[config.mk]
export PLATFORM = sky130hd
export DESIGN_NAME = matched_fir
export DESIGN_NICKNAME = d
export VERILOG_FILES = /design/src/rtl/matched_fir_pkg.sv /design/src/rtl/fir_delay_line.sv /design/src/rtl/matched_fir.sv
export SDC_FILE = /design/constraint.sdc
export NUM_CORES = 1
export LEC_CHECK = 0
export CAP_MARGIN = 20
export CORE_MARGIN = 10
export CORE_UTILIZATION = 50
export CTS_BUF_LIST = sky130_fd_sc_hd__clkbuf_16
export DETAILED_ROUTE_END_ITERATION = 10
export GPL_TIMING_DRIVEN = 0
export PLACE_DENSITY = 0.72
export SLEW_MARGIN = 20
export SYNTH_ARGS = -nofsm -noshare
export SYNTH_HDL_FRONTEND = slang
export SYNTH_SLANG_ARGS = --single-unit
[constraint.sdc]
create_clock -name clk -period 10.8 [get_ports clk]
set_input_delay 2.16 -clock clk [delete_from_list [all_inputs] [get_ports clk]]
set_output_delay 2.16 -clock clk [all_outputs]
set_load 0.05 [all_outputs]
[src/rtl/matched_fir_pkg.sv]
// -----------------------------------------------------------------------------
// matched_fir_pkg
// Shared definitions for the matched FIR filter: FSM state type, the constant
// coefficient table and the accumulator-width helper.
//
// The coefficient table is a 16-tap symmetric pulse-shaping matched filter.
// For builds with more taps the table repeats (coef_at wraps the index).
//
// Configuration macro used by the filter: MATCHED_FIR_SAT_EN
//   (see matched_fir.sv for its effect).
// -----------------------------------------------------------------------------
package matched_fir_pkg;

  localparam int MF_DW    = 16;
  localparam int MF_NTAPS = 16;
  localparam int MF_CW    = $clog2(MF_NTAPS);

  // Width that holds NTAPS full-scale products without overflow.
  function automatic int acc_width(input int dw, input int ntaps);
    return 2 * dw + $clog2(ntaps);
  endfunction

  localparam int MF_ACC_W = acc_width(MF_DW, MF_NTAPS);

  typedef enum logic [1:0] {
    ST_IDLE = 2'd0,
    ST_MAC  = 2'd1,
    ST_EMIT = 2'd2
  } state_e;

  localparam logic signed [MF_DW-1:0] MF_COEF [MF_NTAPS] = '{
    16'sd1200,  -16'sd800,  16'sd2400,  16'sd4100,
    16'sd6200,  16'sd8300,  16'sd9800,  16'sd10400,
    16'sd10400, 16'sd9800,  16'sd8300,  16'sd6200,
    16'sd4100,  16'sd2400,  -16'sd800,  16'sd1200
  };

  // Tap index k (0..63) to coefficient; table length is a power of two,
  // so the modulo is a plain truncation in hardware.
  function automatic logic signed [MF_DW-1:0] coef_at(input logic [5:0] k);
    logic [MF_CW-1:0] idx;
    idx = MF_CW'(k % 6'(MF_NTAPS));
    return MF_COEF[idx];
  endfunction

endpackage

[src/rtl/fir_delay_line.sv]
// -----------------------------------------------------------------------------
// fir_delay_line
// Circular sample history for the matched FIR. A write stores the sample at
// the write pointer and advances it (wrapping at NTAPS). The read port returns
// x[n-k] for tap offset k, where x[n] is the most recently written sample.
//
// Ports:
//   clk        clock, rising edge
//   reset      asynchronous active-high reset; clears pointer and history
//   wr_en_i    write the sample this cycle
//   wr_data_i  sample to write
//   tap_i      tap offset k (0 = newest sample)
//   rd_data_o  x[n-k], combinational
// -----------------------------------------------------------------------------
module fir_delay_line #(
  parameter int NTAPS = 16,
  parameter int DW    = 16
) (
  input  logic                     clk,
  input  logic                     reset,
  input  logic                     wr_en_i,
  input  logic [DW-1:0]            wr_data_i,
  input  logic [$clog2(NTAPS)-1:0] tap_i,
  output logic [DW-1:0]            rd_data_o
);

  localparam int PW = $clog2(NTAPS);

  logic [DW-1:0] mem_q [NTAPS];
  logic [PW-1:0] wr_ptr_q;
  logic [PW-1:0] wr_ptr_d;
  logic [PW-1:0] rd_addr_s;

  // Pointer advance; NTAPS is a power of two so the wrap is free.
  always_comb begin
    wr_ptr_d = wr_ptr_q + PW'(1);
  end

  // Newest sample sits one slot behind the write pointer.
  always_comb begin
    rd_addr_s = wr_ptr_q - PW'(1) - tap_i;
    rd_data_o = mem_q[rd_addr_s];
  end

  // History storage and write pointer.
  always_ff @(posedge clk or posedge reset) begin
    if (reset) begin
      wr_ptr_q <= '0;
      for (int i = 0; i < NTAPS; i++) begin
        mem_q[i] <= '0;
      end
    end else if (wr_en_i) begin
      mem_q[wr_ptr_q] <= wr_data_i;
      wr_ptr_q        <= wr_ptr_d;
    end
  end

endmodule

[src/rtl/matched_fir.sv]
// -----------------------------------------------------------------------------
// matched_fir
// Single-MAC matched FIR filter. Each accepted sample triggers NTAPS
// multiply-accumulate cycles followed by one emit cycle, so one sample is
// processed every NTAPS+2 cycles and out_valid rises NTAPS+1 cycles after
// acceptance.
//
// Ports:
//   clk        clock, rising edge
//   reset      asynchronous active-high reset; aborts any computation
//   in_valid   input sample present
//   in         signed input sample
//   in_ready   block can accept a sample (IDLE only)
//   out        signed filtered sample, registered, held between updates
//   out_valid  one-cycle pulse when out is updated
//
// Configuration:
//   MATCHED_FIR_SAT_EN  defined   -> shifted result clamps to the DW-bit range
//                       undefined -> low DW bits of the shifted result (wrap)
// -----------------------------------------------------------------------------
module matched_fir
  import matched_fir_pkg::*;
#(
  parameter int NTAPS = 16,
  parameter int DW    = 16,
  parameter int SHIFT = 15
) (
  input  logic          clk,
  input  logic          reset,
  input  logic          in_valid,
  input  logic [DW-1:0] in,
  output logic          in_ready,
  output logic [DW-1:0] out,
  output logic          out_valid
);

  localparam int TW    = $clog2(NTAPS);
  localparam int ACC_W = acc_width(DW, NTAPS);

  state_e                    state_q, state_d;
  logic [TW-1:0]             tap_q, tap_d;
  logic signed [ACC_W-1:0]   acc_q, acc_d;
  logic [DW-1:0]             out_q, out_d;
  logic                      out_valid_q, out_valid_d;
  logic                      in_ready_q, in_ready_d;

  logic                      accept_s;
  logic                      last_tap_s;
  logic [DW-1:0]             rd_data_s;
  logic signed [DW-1:0]      coef_s;
  logic signed [DW-1:0]      x_s;
  logic signed [2*DW-1:0]    prod_s;
  logic signed [ACC_W-1:0]   sum_s;
  logic [DW-1:0]             reduced_s;

  fir_delay_line #(
    .NTAPS (NTAPS),
    .DW    (DW)
  ) u_delay_line (
    .clk       (clk),
    .reset     (reset),
    .wr_en_i   (accept_s),
    .wr_data_i (in),
    .tap_i     (tap_q),
    .rd_data_o (rd_data_s)
  );

  assign accept_s   = in_valid & in_ready_q;
  assign last_tap_s = (tap_q == TW'(NTAPS - 1));

  // One product per MAC cycle; sum_s is the accumulator after this product.
  always_comb begin
    coef_s = DW'(coef_at(6'(tap_q)));
    x_s    = signed'(rd_data_s);
    prod_s = (2*DW)'(coef_s) * (2*DW)'(x_s);
    sum_s  = acc_q + ACC_W'(prod_s);
  end

`ifdef MATCHED_FIR_SAT_EN
  localparam logic signed [ACC_W-1:0] SAT_MAX = {{(ACC_W-DW+1){1'b0}}, {(DW-1){1'b1}}};
  localparam logic signed [ACC_W-1:0] SAT_MIN = {{(ACC_W-DW+1){1'b1}}, {(DW-1){1'b0}}};
  logic signed [ACC_W-1:0] shifted_s;

  // Shift, then clamp to the representable output range.
  always_comb begin
    shifted_s = sum_s >>> SHIFT;
    if (shifted_s > SAT_MAX) begin
      reduced_s = {1'b0, {(DW-1){1'b1}}};
    end else if (shifted_s < SAT_MIN) begin
      reduced_s = {1'b1, {(DW-1){1'b0}}};
    end else begin
      reduced_s = DW'(shifted_s);
    end
  end
`else
  // Shift, then keep the low DW bits (two's complement wrap).
  always_comb begin
    reduced_s = DW'(sum_s >>> SHIFT);
  end
`endif

  // FSM state register.
  always_ff @(posedge clk or posedge reset) begin
    if (reset) begin
      state_q <= ST_IDLE;
    end else begin
      state_q <= state_d;
    end
  end

  // FSM next-state logic.
  always_comb begin
    state_d = state_q;
    case (state_q)
      ST_IDLE: begin
        if (accept_s) begin
          state_d = ST_MAC;
        end else begin
          state_d = ST_IDLE;
        end
      end
      ST_MAC: begin
        if (last_tap_s) begin
          state_d = ST_EMIT;
        end else begin
          state_d = ST_MAC;
        end
      end
      ST_EMIT: state_d = ST_IDLE;
      default: state_d = ST_IDLE;
    endcase
  end

  // FSM outputs, computed from the next state so they register in step with it.
  always_comb begin
    in_ready_d  = (state_d == ST_IDLE);
    out_valid_d = (state_d == ST_EMIT);
  end

  // Datapath next-state: accumulator, tap counter and output sample.
  always_comb begin
    tap_d = tap_q;
    acc_d = acc_q;
    out_d = out_q;
    case (state_q)
      ST_IDLE: begin
        if (accept_s) begin
          tap_d = '0;
          acc_d = '0;
        end else begin
          tap_d = tap_q;
          acc_d = acc_q;
        end
      end
      ST_MAC: begin
        acc_d = sum_s;
        tap_d = tap_q + TW'(1);
        // Output is loaded on the last MAC edge so it is visible in EMIT.
        if (last_tap_s) begin
          out_d = reduced_s;
        end else begin
          out_d = out_q;
        end
      end
      ST_EMIT: begin
        out_d = out_q;
      end
      default: begin
        tap_d = '0;
        acc_d = '0;
      end
    endcase
  end

  // Datapath and output registers.
  always_ff @(posedge clk or posedge reset) begin
    if (reset) begin
      tap_q       <= '0;
      acc_q       <= '0;
      out_q       <= '0;
      out_valid_q <= 1'b0;
      in_ready_q  <= 1'b0;
    end else begin
      tap_q       <= tap_d;
      acc_q       <= acc_d;
      out_q       <= out_d;
      out_valid_q <= out_valid_d;
      in_ready_q  <= in_ready_d;
    end
  end

  assign in_ready  = in_ready_q;
  assign out       = out_q;
  assign out_valid = out_valid_q;

endmodule
==> results by group <==
Global routing
  – Vias in the first global route: around 16000
  – GRT overflow: 0
  – Total Routing Usage GR: 0.2060
  – Largest net degree at the start of global routing: 37
  – Initial antenna violation count: 0
  – First-pass GRT wire length: about 91000 um

Critical path
  – R2R Path End: out[14]
  – Crit Path Category: flop to flop
  – CP Data Arrival Time: roughly 11 ns
  – CP required: 11.28 ns
  – Slowest stage cell, crit path: a21oi_1
  – FF-to-FF setup slack: a little over 0.4 ns
  – CP max stage delay: roughly 0.70 ns
  – Worst r2r src: tap_q[0]
  – CP Capture Type: flop
  – Startpoint Class: flop
  – Reg2Reg Depth: 32
  – Max FO, Critical Path: 12

Route
  – DR pass1 iterations: 5
  – Initial DRC count: 1000
  – Remaining DRCs: 0
  – Vias per Instance: ~5.6
  – Via count: 15040
  – Routed wire per std cell: roughly 21 um
  – WL final: 56350 um
  – Routed Antenna Nets: 0

Finish
  – Filler cell count: ~3900
  – Area Overhead vs Synth: 10.59%
  – Ant diodes: 0
  – Final Non-Filler Cells: about 2700
  – Final nets: between 2000 and 2500
  – Share of post-route cells with drive strength above 1: 0.2123

Timing
  – Minimum clock period: 10.39 ns
  – RSZ-0062 raised after global routing: no
  – Max-Slew Margin vs Limit: 0.2133
  – Post-route setup TNS: 0 ns
  – Final hold violations: 0
  – Final period util: 0.9622
  – Tightest Pin Transition: 1.172 ns
  – Slew Viols, Final: 0
  – Max Freq: approximately 96 MHz
  – Skew final: 0.01711 ns
  – Setup Viol. Count Final: 0

Logic synthesis
  – Synth Area in Adders: 0.2710
  – Syn nets: 2340
  – Post-synthesis compound-gate area fraction: 0.04402
  – Simple logic cell fraction of the synthesized area: 0.06421
  – Synth top area cells: dfrtp_1 34%, fa_1 21%, mux2_2 13%
  – Largest family of logic cells by synthesized area: adder cells
  – EDFF count, synth: 0
  – Register bit total from synthesis: around 310
  – Asr flop ratio synth: 1.000
  – Synth warn: 0
  – Post-synthesis sequential area ratio: 0.3353
  – Main synth FF type: dfrtp_1
  – Synthesized instance count: between 1500 and 2000
  – Top cell type's share of synthesized area: 0.3353
  – Yosys cell types: 56
  – Syn_area_per_cell: 11.89 um^2
  – Post-Synth XOR/XNOR Area: 0.01719
  – Largest area contributor in the netlist: dfrtp_1
  – Cell area after synthesis: 0.02336 mm^2
  – Mux contribution to synthesized area: 0.2036

Clock tree
  – Worst-path clk slew: 0.06 ns
  – H-tree levels: 2
  – Clock Path Buffers: 3
  – Postcts setup bufs: 0
  – Cts hold-fix bufs: 0
  – Clk root buf: clkbuf_16
  – CTS sink count: between 300 and 400
  – CTS tree: done
  – Clock latency on the worst-skew pair: 0.56 ns
  – Cts bufs inserted: 36

Die
  – Ports: 37
  – Number of cell rows: between 70 and 80
  – Die Height: around 240 um
  – Die ar.: between 0.05 and 0.06 mm^2
  – Total core area: between 0.04 and 0.05 mm^2
  – Initial Util: 0.5040
  – Die Width: about 240 um

Placed design
  – RePlAce Congestion: ~0.96
  – Placed insts: approximately 2600
  – Final HPWL from detailed placement: around 44000 um
  – Port bufs: 36

Min path
  – Worst Hold End: out[3]
  – Hold_sp: out[3]
  – Worst min path class: flop to flop
  – Hold path depth: 2

Status
  – Status: finished, final reports clean

Run
  – Max-cap viol count: 0
## logic make-up after synthesis
logic type,after synthesis
muxes,361
buffers and inverters,390
adders and majority gates,356
and+or+nand+nor,349
xor gates and xnor gates,45
AOI/OAI and AO/OA,151
DFF,313
## final cells by class
class	instances	area, um^2	share of cell area
clock buffers	36	900.9	0.03487
flip-flops and latches	313	7833	0.3032
multi-input cells	1262	14040	0.5433
repair buffers	48	618.1	0.02392
clock inverters	25	171.4	0.006635
well taps	607	759.5	0.02940
inverters	300	1130	0.04373
plain buffers	89	387.9	0.01501
## registers in the layout, indices dropped and copies added (netlist names)
| register | count |
|---|---|
| acc_q | 29 |
| in_ready | 1 |
| out | 16 |
| out_valid | 1 |
| state_q | 2 |
| tap_q | 4 |
| u_delay_line.mem_q | 256 |
| u_delay_line.wr_ptr_q | 4 |
## metal layers
metal / share of wire / vias up / GRT usage / wire (um)
met3: 0.059 / 108 / 0.04138 / 3302
met1: 0.41 / 7908 / 0.2613 / 23310
li1: - / 6617 / - / -
met2: 0.50 / 407 / 0.3494 / 28020
met5: 0 / - / 0 / 0
met4: 0.030 / 0 / 0.06331 / 1710
## how the worst max path moves through the flow
stage / to / startpoint / cells after the start / slack [ns]
2_1_floorplan: out[11] / tap_q[0] / 30 / 2.50
3_3_place_gp: out[14] / tap_q[0] / 32 / 0.56
3_5_place_dp: out[14] / tap_q[0] / 29 / 0.35
4_1_cts: out[14] / tap_q[0] / 29 / 0.30
5_1_grt: out[11] / tap_q[0] / 28 / 0.02
6_report: out[14] / tap_q[0] / 32 / 0.41
## critical path: cells and delay by family, from the launching register on
kind	cells	cell delay (ns)
flip-flops	1	0.54
adder cells (fa/ha/maj)	9	4.16
AND/OR/NAND/NOR	2	0.52
buffers and inverters	11	2.22
multiplexers	3	0.65
AO/OA/AOI/OAI	7	2.22
## synthesized netlist by cell type (all sizes together), types with 17 or more instances
| master | count |
|---|---|
| and2 | 23 |
| nor2b | 17 |
| mux2i | 23 |
| clkbuf | 54 |
| mux4 | 64 |
| xnor2 | 34 |
| ha | 106 |
| dfrtp | 313 |
| nor2 | 121 |
| mux2 | 274 |
| a22o | 21 |
| o21ai | 29 |
| nand2 | 150 |
| fa | 250 |
| inv | 299 |
| buf | 36 |
| a21oi | 35 |
## per-stage QoR
step / setup slack [ns] / util / hold WS (ns) / instance area [um^2]
final: 0.4079 / 0.5573 / 0.4701 / 25840
after global placement: 0.5649 / 0.5282 / 0.4500 / 24490
after global routing: 0.02480 / 0.5573 / 0.4930 / 25840
after floorplan: 2.499 / - / 0.4551 / 23370
after CTS: 0.3048 / 0.5572 / 0.4756 / 25830
after detailed placement: 0.3521 / 0.5340 / 0.4620 / 24760
## what timing repair did
item                                   in CTS  in global routing
endpoints found under the hold margin       0                  0
resized for setup                           0                  3
setup endpoints to repair                   0                 10
## layout by cell type, fill, tap and decap left out, drive strengths merged, types with 12 or more instances in the layout
master	count
nor2	121
clkdlybuf4s50	36
a22o	21
fa	250
and2	23
a21oi	35
inv	311
dfrtp	313
clkbuf	89
o21ai	29
nor2b	17
xnor2	34
a211oi	12
mux4	64
buf	47
ha	106
mux2	274
mux2i	23
nand2	150
Power is left out: the tool's default activity adds up to more than one toggle a clock period on the data nets, which glitch-free logic cannot reach.
